**config.mk**
```make
export PLATFORM = sky130hd
export DESIGN_NAME = seg_mux_ctrl_flat
export DESIGN_NICKNAME = d
export VERILOG_FILES = /design/src/rtl/seg_mux_ctrl_pkg.sv /design/src/rtl/seg_mux_ctrl_if.sv /design/src/rtl/seg_phase_timer.sv /design/src/rtl/seg_mux_ctrl.sv /design/src/flat_wrapper.sv
export SDC_FILE = /design/constraint.sdc
export NUM_CORES = 1
export LEC_CHECK = 0
export BUFFER_PORTS_ARGS = -buffer_cell sky130_fd_sc_hd__buf_2
export CORE_UTILIZATION = 35
export DETAILED_ROUTE_END_ITERATION = 10
export GPL_TIMING_DRIVEN = 0
export PLACE_DENSITY = 0.5
export SETUP_SLACK_MARGIN = 0.05
export SLEW_MARGIN = 20
export SYNTH_ARGS = -nofsm -noshare
export SYNTH_HDL_FRONTEND = slang
export SYNTH_SLANG_ARGS = --single-unit
```
**constraint.sdc**
```tcl
create_clock -name clk -period 5.7 [get_ports clk]
set_input_delay 0.57 -clock clk [delete_from_list [all_inputs] [get_ports clk]]
set_output_delay 0.57 -clock clk [all_outputs]
set_load 0.005 [all_outputs]
```
**src/rtl/seg_mux_ctrl_pkg.sv**
```systemverilog
// seg_pkg: shared types and constants for the two-digit seven-segment multiplexer
package seg_pkg;
    typedef enum logic [1:0] {BLANK_L, SHOW_L, BLANK_R, SHOW_R} mux_state_t;
    typedef logic [3:0] hex_t;
    localparam logic [1:0] AN_OFF = 2'b11;
endpackage

```
**src/rtl/seg_mux_ctrl_if.sv**
```systemverilog
// seg_mux_ctrl_if: digit load bus in, decoder nibble and anode enables out
interface seg_mux_ctrl_if;
    import seg_pkg::*;
    logic digit_valid;
    hex_t digit_in;
    logic clear;
    logic blank_all;
    hex_t s;
    logic [1:0] an_n;
    hex_t digit_l;
    hex_t digit_r;
    modport master (
        output digit_valid, digit_in, clear, blank_all,
        input s, an_n, digit_l, digit_r
    );
    modport slave (
        input digit_valid, digit_in, clear, blank_all,
        output s, an_n, digit_l, digit_r
    );
endinterface

```
**src/rtl/seg_phase_timer.sv**
```systemverilog
// seg_phase_timer: down-counter that pulses tc on the last cycle of a phase
module seg_phase_timer #(
    parameter int ON_CYCLES    = 10000,
    parameter int BLANK_CYCLES = 100,
    parameter int CNT_W        = 16
) (
    input  logic clk,
    input  logic reset,
    input  logic load_on,
    output logic tc
);
    logic [CNT_W-1:0] cnt;
    assign tc = cnt == '0;
    // reload with the length of the upcoming phase at terminal count
    always_ff @(posedge clk or posedge reset)
        if (reset) cnt <= CNT_W'(BLANK_CYCLES - 1);
        else cnt <= tc ? (load_on ? CNT_W'(ON_CYCLES - 1) : CNT_W'(BLANK_CYCLES - 1)) : cnt - CNT_W'(1);
endmodule

```
**src/rtl/seg_mux_ctrl.sv**
```systemverilog
// seg_mux_ctrl: time-multiplexes one hex decoder across two common-anode digits with dead-time blanking
module seg_mux_ctrl
    import seg_pkg::*;
#(
    parameter int ON_CYCLES    = 10000,
    parameter int BLANK_CYCLES = 100,
    parameter int CNT_W        = 16
) (
    input  logic clk,
    input  logic reset,
    seg_mux_ctrl_if.slave bus
);
    if (ON_CYCLES < 1 || BLANK_CYCLES < 1 || (ON_CYCLES >> CNT_W) != 0 || (BLANK_CYCLES >> CNT_W) != 0) begin : g_param_err
        $error("seg_mux_ctrl: ON_CYCLES/BLANK_CYCLES must be >= 1 and fit in CNT_W bits");
    end
    mux_state_t state;
    hex_t digit_l, digit_r;
    logic blank_q, tc, show;
    assign show = state inside {SHOW_L, SHOW_R};
    seg_phase_timer #(
        .ON_CYCLES(ON_CYCLES),
        .BLANK_CYCLES(BLANK_CYCLES),
        .CNT_W(CNT_W)
    ) u_timer (
        .clk(clk),
        .reset(reset),
        .load_on(!show),
        .tc(tc)
    );
    // advance BLANK_L -> SHOW_L -> BLANK_R -> SHOW_R -> BLANK_L on terminal count
    always_ff @(posedge clk or posedge reset)
        if (reset) state <= BLANK_L;
        else if (tc) state <= mux_state_t'(state + 2'd1);
    // two-digit shift register; clear drops a simultaneous load
    always_ff @(posedge clk or posedge reset)
        if (reset) begin
            digit_l <= '0;
            digit_r <= '0;
        end else if (bus.clear) begin
            digit_l <= '0;
            digit_r <= '0;
        end else if (bus.digit_valid) begin
            digit_l <= digit_r;
            digit_r <= bus.digit_in;
        end
    // registered blank request keeps inputs off the anode path
    always_ff @(posedge clk or posedge reset)
        if (reset) blank_q <= 1'b0;
        else blank_q <= bus.blank_all;
    assign bus.s       = state inside {BLANK_L, SHOW_L} ? digit_l : digit_r;
    assign bus.an_n    = (blank_q || !show) ? AN_OFF : (state == SHOW_L ? 2'b01 : 2'b10);
    assign bus.digit_l = digit_l;
    assign bus.digit_r = digit_r;
endmodule

```
**src/flat_wrapper.sv**
```systemverilog
// flat-port wrapper written by rule: the top's interface ports become plain ports
module seg_mux_ctrl_flat import seg_pkg::*;
#(
    parameter int ON_CYCLES    = 10000,
    parameter int BLANK_CYCLES = 100,
    parameter int CNT_W        = 16
)
  (clk, reset, bus_digit_valid, bus_digit_in, bus_clear, bus_blank_all, bus_s, bus_an_n, bus_digit_l, bus_digit_r);
  seg_mux_ctrl_if bus_i ();
  input  logic clk;
  input  logic reset;
  input wire logic [$bits(bus_i.digit_valid)-1:0] bus_digit_valid;
  input wire logic [$bits(bus_i.digit_in)-1:0] bus_digit_in;
  input wire logic [$bits(bus_i.clear)-1:0] bus_clear;
  input wire logic [$bits(bus_i.blank_all)-1:0] bus_blank_all;
  output wire logic [$bits(bus_i.s)-1:0] bus_s;
  output wire logic [$bits(bus_i.an_n)-1:0] bus_an_n;
  output wire logic [$bits(bus_i.digit_l)-1:0] bus_digit_l;
  output wire logic [$bits(bus_i.digit_r)-1:0] bus_digit_r;
  assign bus_i.digit_valid = bus_digit_valid;
  assign bus_i.digit_in = bus_digit_in;
  assign bus_i.clear = bus_clear;
  assign bus_i.blank_all = bus_blank_all;
  assign bus_s = bus_i.s;
  assign bus_an_n = bus_i.an_n;
  assign bus_digit_l = bus_i.digit_l;
  assign bus_digit_r = bus_i.digit_r;
  seg_mux_ctrl #(.ON_CYCLES(ON_CYCLES), .BLANK_CYCLES(BLANK_CYCLES), .CNT_W(CNT_W)) u_core (.clk(clk), .reset(reset), .bus(bus_i));
endmodule
```
# --- After elaboration in Yosys (flattened, before gate mapping) ---
# Cells that the tools add are included.
# Widths: inputs -> output; s select.
word_totals:
  ff_bits: 27
  word_cells: 25
op_classes:
  add_sub_neg: 2
  eq_ne: 2
  mux: 9
  n_reduce_logical: 7
op_table:
  columns: ["cell", "count"]
  rows:
  - ["$mux 4", 5]
  - ["$logic_not 16->1", 1]
  - ["$mux 16", 1]
  - ["$sub 16x1->16 const B", 1]
  - ["$mux 14", 1]
  - ["$reduce_bool 2->1", 3]
  - ["$mux 2", 2]
  - ["$add 2x1->2 const B", 1]
  - ["$eq 2x1->1 const B", 1]
  - ["$eq 2x2->1 const B", 1]
  - ["$logic_not 2->1", 1]
  - ["$logic_not 1->1", 1]
  - ["$logic_or 1x1->1", 1]

# --- Logic depth before layout (Yosys ltp) ---
depth:
  depth_word: 5
  ltp_mapped: 7
  depth_no_buf: 6

# --- Hierarchy ---
# Synthesis repeated with hierarchy kept, for this count alone.
unflattened:
  cells_unflattened: 125
  hier_area_um2: 1397.6
by_module_without_submodules:
  columns: ["module", "n_inst", "cells_per_inst", "area_per_inst_um2", "seq_area_each_um2"]
  rows:
  - ["seg_phase_timer", 1, 79, 843.3, 405.4]
  - ["seg_mux_ctrl", 1, 46, 554.3, 275.3]

# --- Worst setup path before layout ---
# OpenSTA, ideal clock, no wires.
synth_timing:
  path_type: "register to register"
  from: "register u_core.u_timer.cnt[0]"
  to: "register u_core.u_timer.cnt[14]"
  setup_ns: 0.125
  arrival_time_ns: 1.688
  t_required_ns: 5.575
  setup_slack_ns: 3.887
  path_stages_with_launch: 7
  n_path_buf: 1
  path_cell_list: "dfstp_2 inv_1 ha_1 or4b_1 buf_4 nor4_2 mux2_2"
synth_between:
  elab_chain_len: 2
synth_lines:
  columns: ["element", "line", "rtl"]
  rows:
  - ["from (decl)", "seg_phase_timer.sv:12", "logic [CNT_W-1:0] cnt;"]
  - ["from (signal assigned)", "seg_phase_timer.sv:16", "if (reset) cnt <= CNT_W'(BLANK_CYCLES - 1);"]
  - ["from (signal assigned)", "seg_phase_timer.sv:17", "else cnt <= tc ? (load_on ? CNT_W'(ON_CYCLES - 1) : CNT_W'(BLANK_CYCLES - 1)) : cnt - CNT_W'(1);"]
  - ["$sub 16x1->16 / $logic_not 16->1 (equally long branches)", "seg_phase_timer.sv:17, seg_phase_timer.sv:13", null]
  - ["$mux 16 (*)", "seg_phase_timer.sv:17", null]
# Every way passes the cells marked *; elsewhere a longest branch is shown, timed or not.
# A chain may end at the register's enable or synchronous reset.

# --- Final worst setup path ---
layout_timing:
  from: "register u_core.state[0]"
  to: "output port bus_s[3]"
layout_between:
  elab_chain_len: 3
layout_lines:
  columns: ["element", "line", "rtl"]
  rows:
  - ["from (decl)", "seg_mux_ctrl.sv:16", "mux_state_t state;"]
  - ["from (signal assigned)", "seg_mux_ctrl.sv:33", "else if (tc) state <= mux_state_t'(state + 2'd1);"]
  - ["$eq 2x1->1 / $logic_not 2->1 (equally long branches)", "seg_mux_ctrl.sv:50", "assign bus.s = state inside {BLANK_L, SHOW_L} ? digit_l : digit_r;"]
  - ["$reduce_bool 2->1 (*)", "seg_mux_ctrl.sv:50", null]
  - ["$mux 4 (*)", "seg_mux_ctrl.sv:50", null]
  - ["to (decl)", "flat_wrapper.sv:16", "output wire logic [$bits(bus_i.s)-1:0] bus_s;"]
# Marked as above.

==> reports/qor.json <==
{
  "run_status": {"value": "finished, final reports clean"},
  "p_leak": {"value": 0.709, "unit": "nW"},
  "ff2ff_path_depth": {"value": 6},
  "switching_power": {"value": 0.0720, "unit": "mW"},
  "finalHoldWorstSlack": {"value": 0.338, "unit": "ns"},
  "crit_fanout": {"value": 5},
  "grt_pass1_wl": {"value": 4660, "unit": "um"},
  "die_x": {"value": 65.0, "unit": "um"},
  "clock_path_buffers": {"value": 2},
  "vias": {"value": 1005},
  "gp_congestion": {"value": 0.800},
  "core": {"value": 3740, "unit": "sq um"},
  "drt-total-wl": {"value": 2660, "unit": "um"},
  "area_delta_synth_final": {"value": 14.9, "unit": "%"},
  "final_nets": {"value": 169},
  "drtIter0Drc": {"value": 20},
  "dieHeight": {"value": 65.0, "unit": "um"},
  "post_synth_num_cell_types": {"value": 34},
  "ctsRootBufferMaster": {"value": "sky130_fd_sc_hd__clkbuf_8"},
  "synth_top_cell_area_share": {"value": 41.5, "unit": "%"},
  "numCtsBuffers": {"value": 3},
  "fin_crit_sh": {"value": 41.2, "unit": "%"},
  "clk_transition_reported_paths": {"value": 0.09, "unit": "ns"},
  "cp_slowest_cell": {"value": "sky130_fd_sc_hd__dfrtp_1"},
  "grt_setup_unrepaired": {"value": "no"},
  "final-hold-violation-count": {"value": 0},
  "async_reset_ff_share": {"value": 100, "unit": "%"},
  "cap_violations": {"value": 0},
  "critical_path_class": {"value": "reg2out"},
  "finish.utilization": {"value": 42.6, "unit": "%"},
  "layout-drive-gt1-share": {"value": 28.6, "unit": "%"},
  "clockPowerShare": {"value": 33.7, "unit": "%"},
  "fin_setup_tns": {"value": 0, "unit": "ns"},
  "synth_seq_cells": {"value": 27},
  "syn-instance-count": {"value": 130},
  "grt_pass1_vias": {"value": 1015},
  "timing_max_transition_violations_final": {"value": 0},
  "setup_viol_count_final": {"value": 0},
  "synth_adder_area_share": {"value": 4.51, "unit": "%"},
  "pwr-share-seq": {"value": 60.8, "unit": "%"},
  "syn_area": {"value": 1390, "unit": "sq um"},
  "worst_ep_arrival_time": {"value": 1.78, "unit": "ns"},
  "synth_enable_flop_cells": {"value": 0},
  "largest_stage_delay_on_the_critical_path": {"value": 0.42, "unit": "ns"},
  "post_cts_resized": {"value": 0},
  "worstPathCellList": {"value": "ha_1, nor2_1, mux2_2, buf_2"},
  "die-area": {"value": 4220, "unit": "sq um"},
  "max_clock_freq": {"value": 0.425, "unit": "GHz"},
  "drt-vias-per-instance": {"value": 4.98},
  "ioPinCount": {"value": 23},
  "worst_hold_path_type": {"value": "in2async"},
  "r2r_start": {"value": "u_core.u_timer.cnt[0]"},
  "p_int": {"value": 0.251, "unit": "mW"},
  "synth.net_count": {"value": 144},
  "postCtsHoldBufs": {"value": 0},
  "grt_start_max_net_pins": {"value": 28},
  "syn_area_per_cell": {"value": 10.7, "unit": "sq um"},
  "tritoncts_num_sinks": {"value": 27},
  "endpoint": {"value": "bus_s[3]"},
  "power.switching_fraction": {"value": 22.3, "unit": "%"},
  "drt-wirelength-per-cell": {"value": 13.2, "unit": "um"},
  "powerDensity": {"value": 203, "unit": "nW/um^2"},
  "finClkSkew": {"value": 0.00431, "unit": "ns"},
  "initial_utilization": {"value": 37.1, "unit": "%"},
  "synth.area.mux_share": {"value": 10.6, "unit": "%"},
  "finalWorstPathRequiredPeriod": {"value": 2.35, "unit": "ns"},
  "worst-endpoint-required": {"value": 5.13, "unit": "ns"},
  "route.antenna.remaining_nets": {"value": 0},
  "drt_first_pass_iters": {"value": 4},
  "power.combinational.fraction": {"value": 5.5, "unit": "%"},
  "ys.warnings.count": {"value": 0},
  "cp-start-kind": {"value": "flop"},
  "synth-simple-area-share": {"value": 20.6, "unit": "%"},
  "worstReg2RegEnd": {"value": "u_core.u_timer.cnt[14]"},
  "synthXorXnorAreaFrac": {"value": 5.05, "unit": "%"},
  "max-slew-margin-rel": {"value": 62.5, "unit": "%"},
  "cts_setup_buffers": {"value": 0},
  "place.port_buffers": {"value": 20},
  "drc": {"value": 0},
  "track_usage": {"value": 14.6, "unit": "%"},
  "max_slew.worst_pin.slew": {"value": 0.561, "unit": "ns"},
  "hpwl_detailed": {"value": 1920, "unit": "um"},
  "yosysSeqAreaShare": {"value": 49.1, "unit": "%"},
  "ranking_of_synthesized_cells_by_area": {"value": "sky130_fd_sc_hd__dfrtp_1 41%, sky130_fd_sc_hd__dfstp_2 7.6%, sky130_fd_sc_hd__mux2i_1 5.8%"},
  "cts_tree": {"value": "yes"},
  "crit_cells": {"value": 4},
  "commonest_cells_after_routing_fill_and_taps_aside": {"value": "23 x sky130_fd_sc_hd__dfrtp_1, 21 x sky130_fd_sc_hd__buf_2, 17 x sky130_fd_sc_hd__nor2_1, 8 x sky130_fd_sc_hd__mux2i_1, 8 x sky130_fd_sc_hd__a21oi_1"},
  "synth_top_family_by_area": {"value": "simple AND/OR/NAND/NOR gates"},
  "synth_top_cell_by_area": {"value": "sky130_fd_sc_hd__dfrtp_1"},
  "deepest_level_of_the_cts_h_tree": {"value": 1},
  "worst_skew_pair.late_latency": {"value": 0.27, "unit": "ns"},
  "worstSetupEndpointType": {"value": "output port"},
  "cp_buf_inv_count": {"value": 1},
  "synth_compound_area_share": {"value": 6.76, "unit": "%"},
  "critPathLaunch": {"value": "u_core.state[0]"},
  "antenna_violations_before_repair": {"value": 0},
  "total_power": {"value": 0.323, "unit": "mW"},
  "ff2ff_setup_slack": {"value": 3.77, "unit": "ns"},
  "grt-ovfl-total": {"value": 0},
  "critical-path-top-delay-family": {"value": "flip-flops"},
  "rows": {"value": 22},
  "num_antenna_cells": {"value": 0},
  "ir_drop": {"value": 92.0, "unit": "uV"},
  "leading_cell_type_in_the_layout_fill_and_taps_excluded": {"value": "sky130_fd_sc_hd__dfrtp_1"},
  "dominantRegCellSynth": {"value": "sky130_fd_sc_hd__dfrtp_1"}
}
worst min path at each step:
| stage | end | slack [ns] | depth (start not counted) |
|---|---|---|---|
| after floorplan | u_core.u_timer.cnt[0] | 0.44 | 1 |
| after global placement | u_core.u_timer.cnt[0] | 0.45 | 1 |
| after detailed placement | u_core.u_timer.cnt[0] | 0.45 | 1 |
| after CTS | u_core.blank_q | 0.38 | 1 |
| after global routing | u_core.blank_q | 0.38 | 1 |
| final | u_core.bus.digit_r[1] | 0.34 | 2 |
worst register-to-register path: stages (launching register included):
cell                      delay [ns]
sky130_fd_sc_hd__dfstp_2        0.40
sky130_fd_sc_hd__inv_1          0.08
sky130_fd_sc_hd__ha_1           0.20
sky130_fd_sc_hd__or4b_1         0.44
sky130_fd_sc_hd__buf_4          0.19
sky130_fd_sc_hd__nor4_2         0.17
sky130_fd_sc_hd__mux2_2         0.36
Yosys cell counts (2+ instances only):
cell type / n
sky130_fd_sc_hd__a21oi_1: 8
sky130_fd_sc_hd__a31oi_1: 3
sky130_fd_sc_hd__clkbuf_1: 2
sky130_fd_sc_hd__dfrtp_1: 23
sky130_fd_sc_hd__dfstp_2: 4
sky130_fd_sc_hd__ha_1: 5
sky130_fd_sc_hd__inv_1: 6
sky130_fd_sc_hd__mux2_2: 6
sky130_fd_sc_hd__mux2i_1: 8
sky130_fd_sc_hd__nand2_1: 7
sky130_fd_sc_hd__nand3_1: 2
sky130_fd_sc_hd__nand4_1: 2
sky130_fd_sc_hd__nor2_1: 17
sky130_fd_sc_hd__nor3_1: 4
sky130_fd_sc_hd__nor4_1: 2
sky130_fd_sc_hd__o21ai_0: 2
sky130_fd_sc_hd__o41ai_1: 2
sky130_fd_sc_hd__or3_1: 5
sky130_fd_sc_hd__xnor2_1: 6
sky130_fd_sc_hd__xor2_1: 2
metal layers:
| metal | global-route usage [%] | routed length, um | vias to the layer above | share of wire, % |
|---|---|---|---|---|
| met5 | 0 | 0 | - | 0 |
| met4 | 6.67 | 55 | 0 | 2.1 |
| met3 | 2.11 | 76 | 5 | 2.9 |
| met2 | 24.5 | 1230 | 20 | 46 |
| met1 | 18.5 | 1300 | 475 | 49 |
| li1 | - | - | 505 | - |
sequential cells by signal, summed over array words and instances, names as in the netlist:
name / flops
u_core.blank_q: 1
u_core.bus.digit_l: 4
u_core.bus.digit_r: 4
u_core.state: 2
u_core.u_timer.cnt: 16
area by class of cell:
type	count	area [sq um]
tap	48	60.1
fill	372	2150
buffer	5	23.8
multi-input combinational	92	661
clock inverter	1	5.00
clock buffer	3	41.3
timing repair buffer	20	100
inverter	6	22.5
sequential	27	681
power groups by stage:
stage | logic (mW) | registers [mW] | clock network (mW)
finish | 0.0179 | 0.197 | 0.109
detailed placement | 0.0185 | 0.200 | 0
CTS | 0.0186 | 0.197 | 0.115
global route | 0.0207 | 0.197 | 0.120
floorplan | 0.0102 | 0.200 | 0
global placement | 0.0180 | 0.200 | 0
through the flow:
| step | instances | setup WS [ns] | instance area [sq um] |
|---|---|---|---|
| after floorplan | 130 | 3.89 | 1390 |
| after global placement | 198 | 3.66 | 1550 |
| after detailed placement | 198 | 3.65 | 1550 |
| after CTS | 202 | 3.31 | 1590 |
| after global routing | 202 | 3.24 | 1590 |
| final | 202 | 3.35 | 1590 |
kinds of logic (layout without fill, tap and decap cells):
family,count (synthesis),count (layout)
DFF,27,27
buffers and inverters,11,35
AOI/OAI and AO/OA,16,16
xor gates and xnor gates,8,8
and+or+nand+nor,49,49
adders and majority gates,5,5
muxes,14,14
Power figures use the tool's default switching activity.
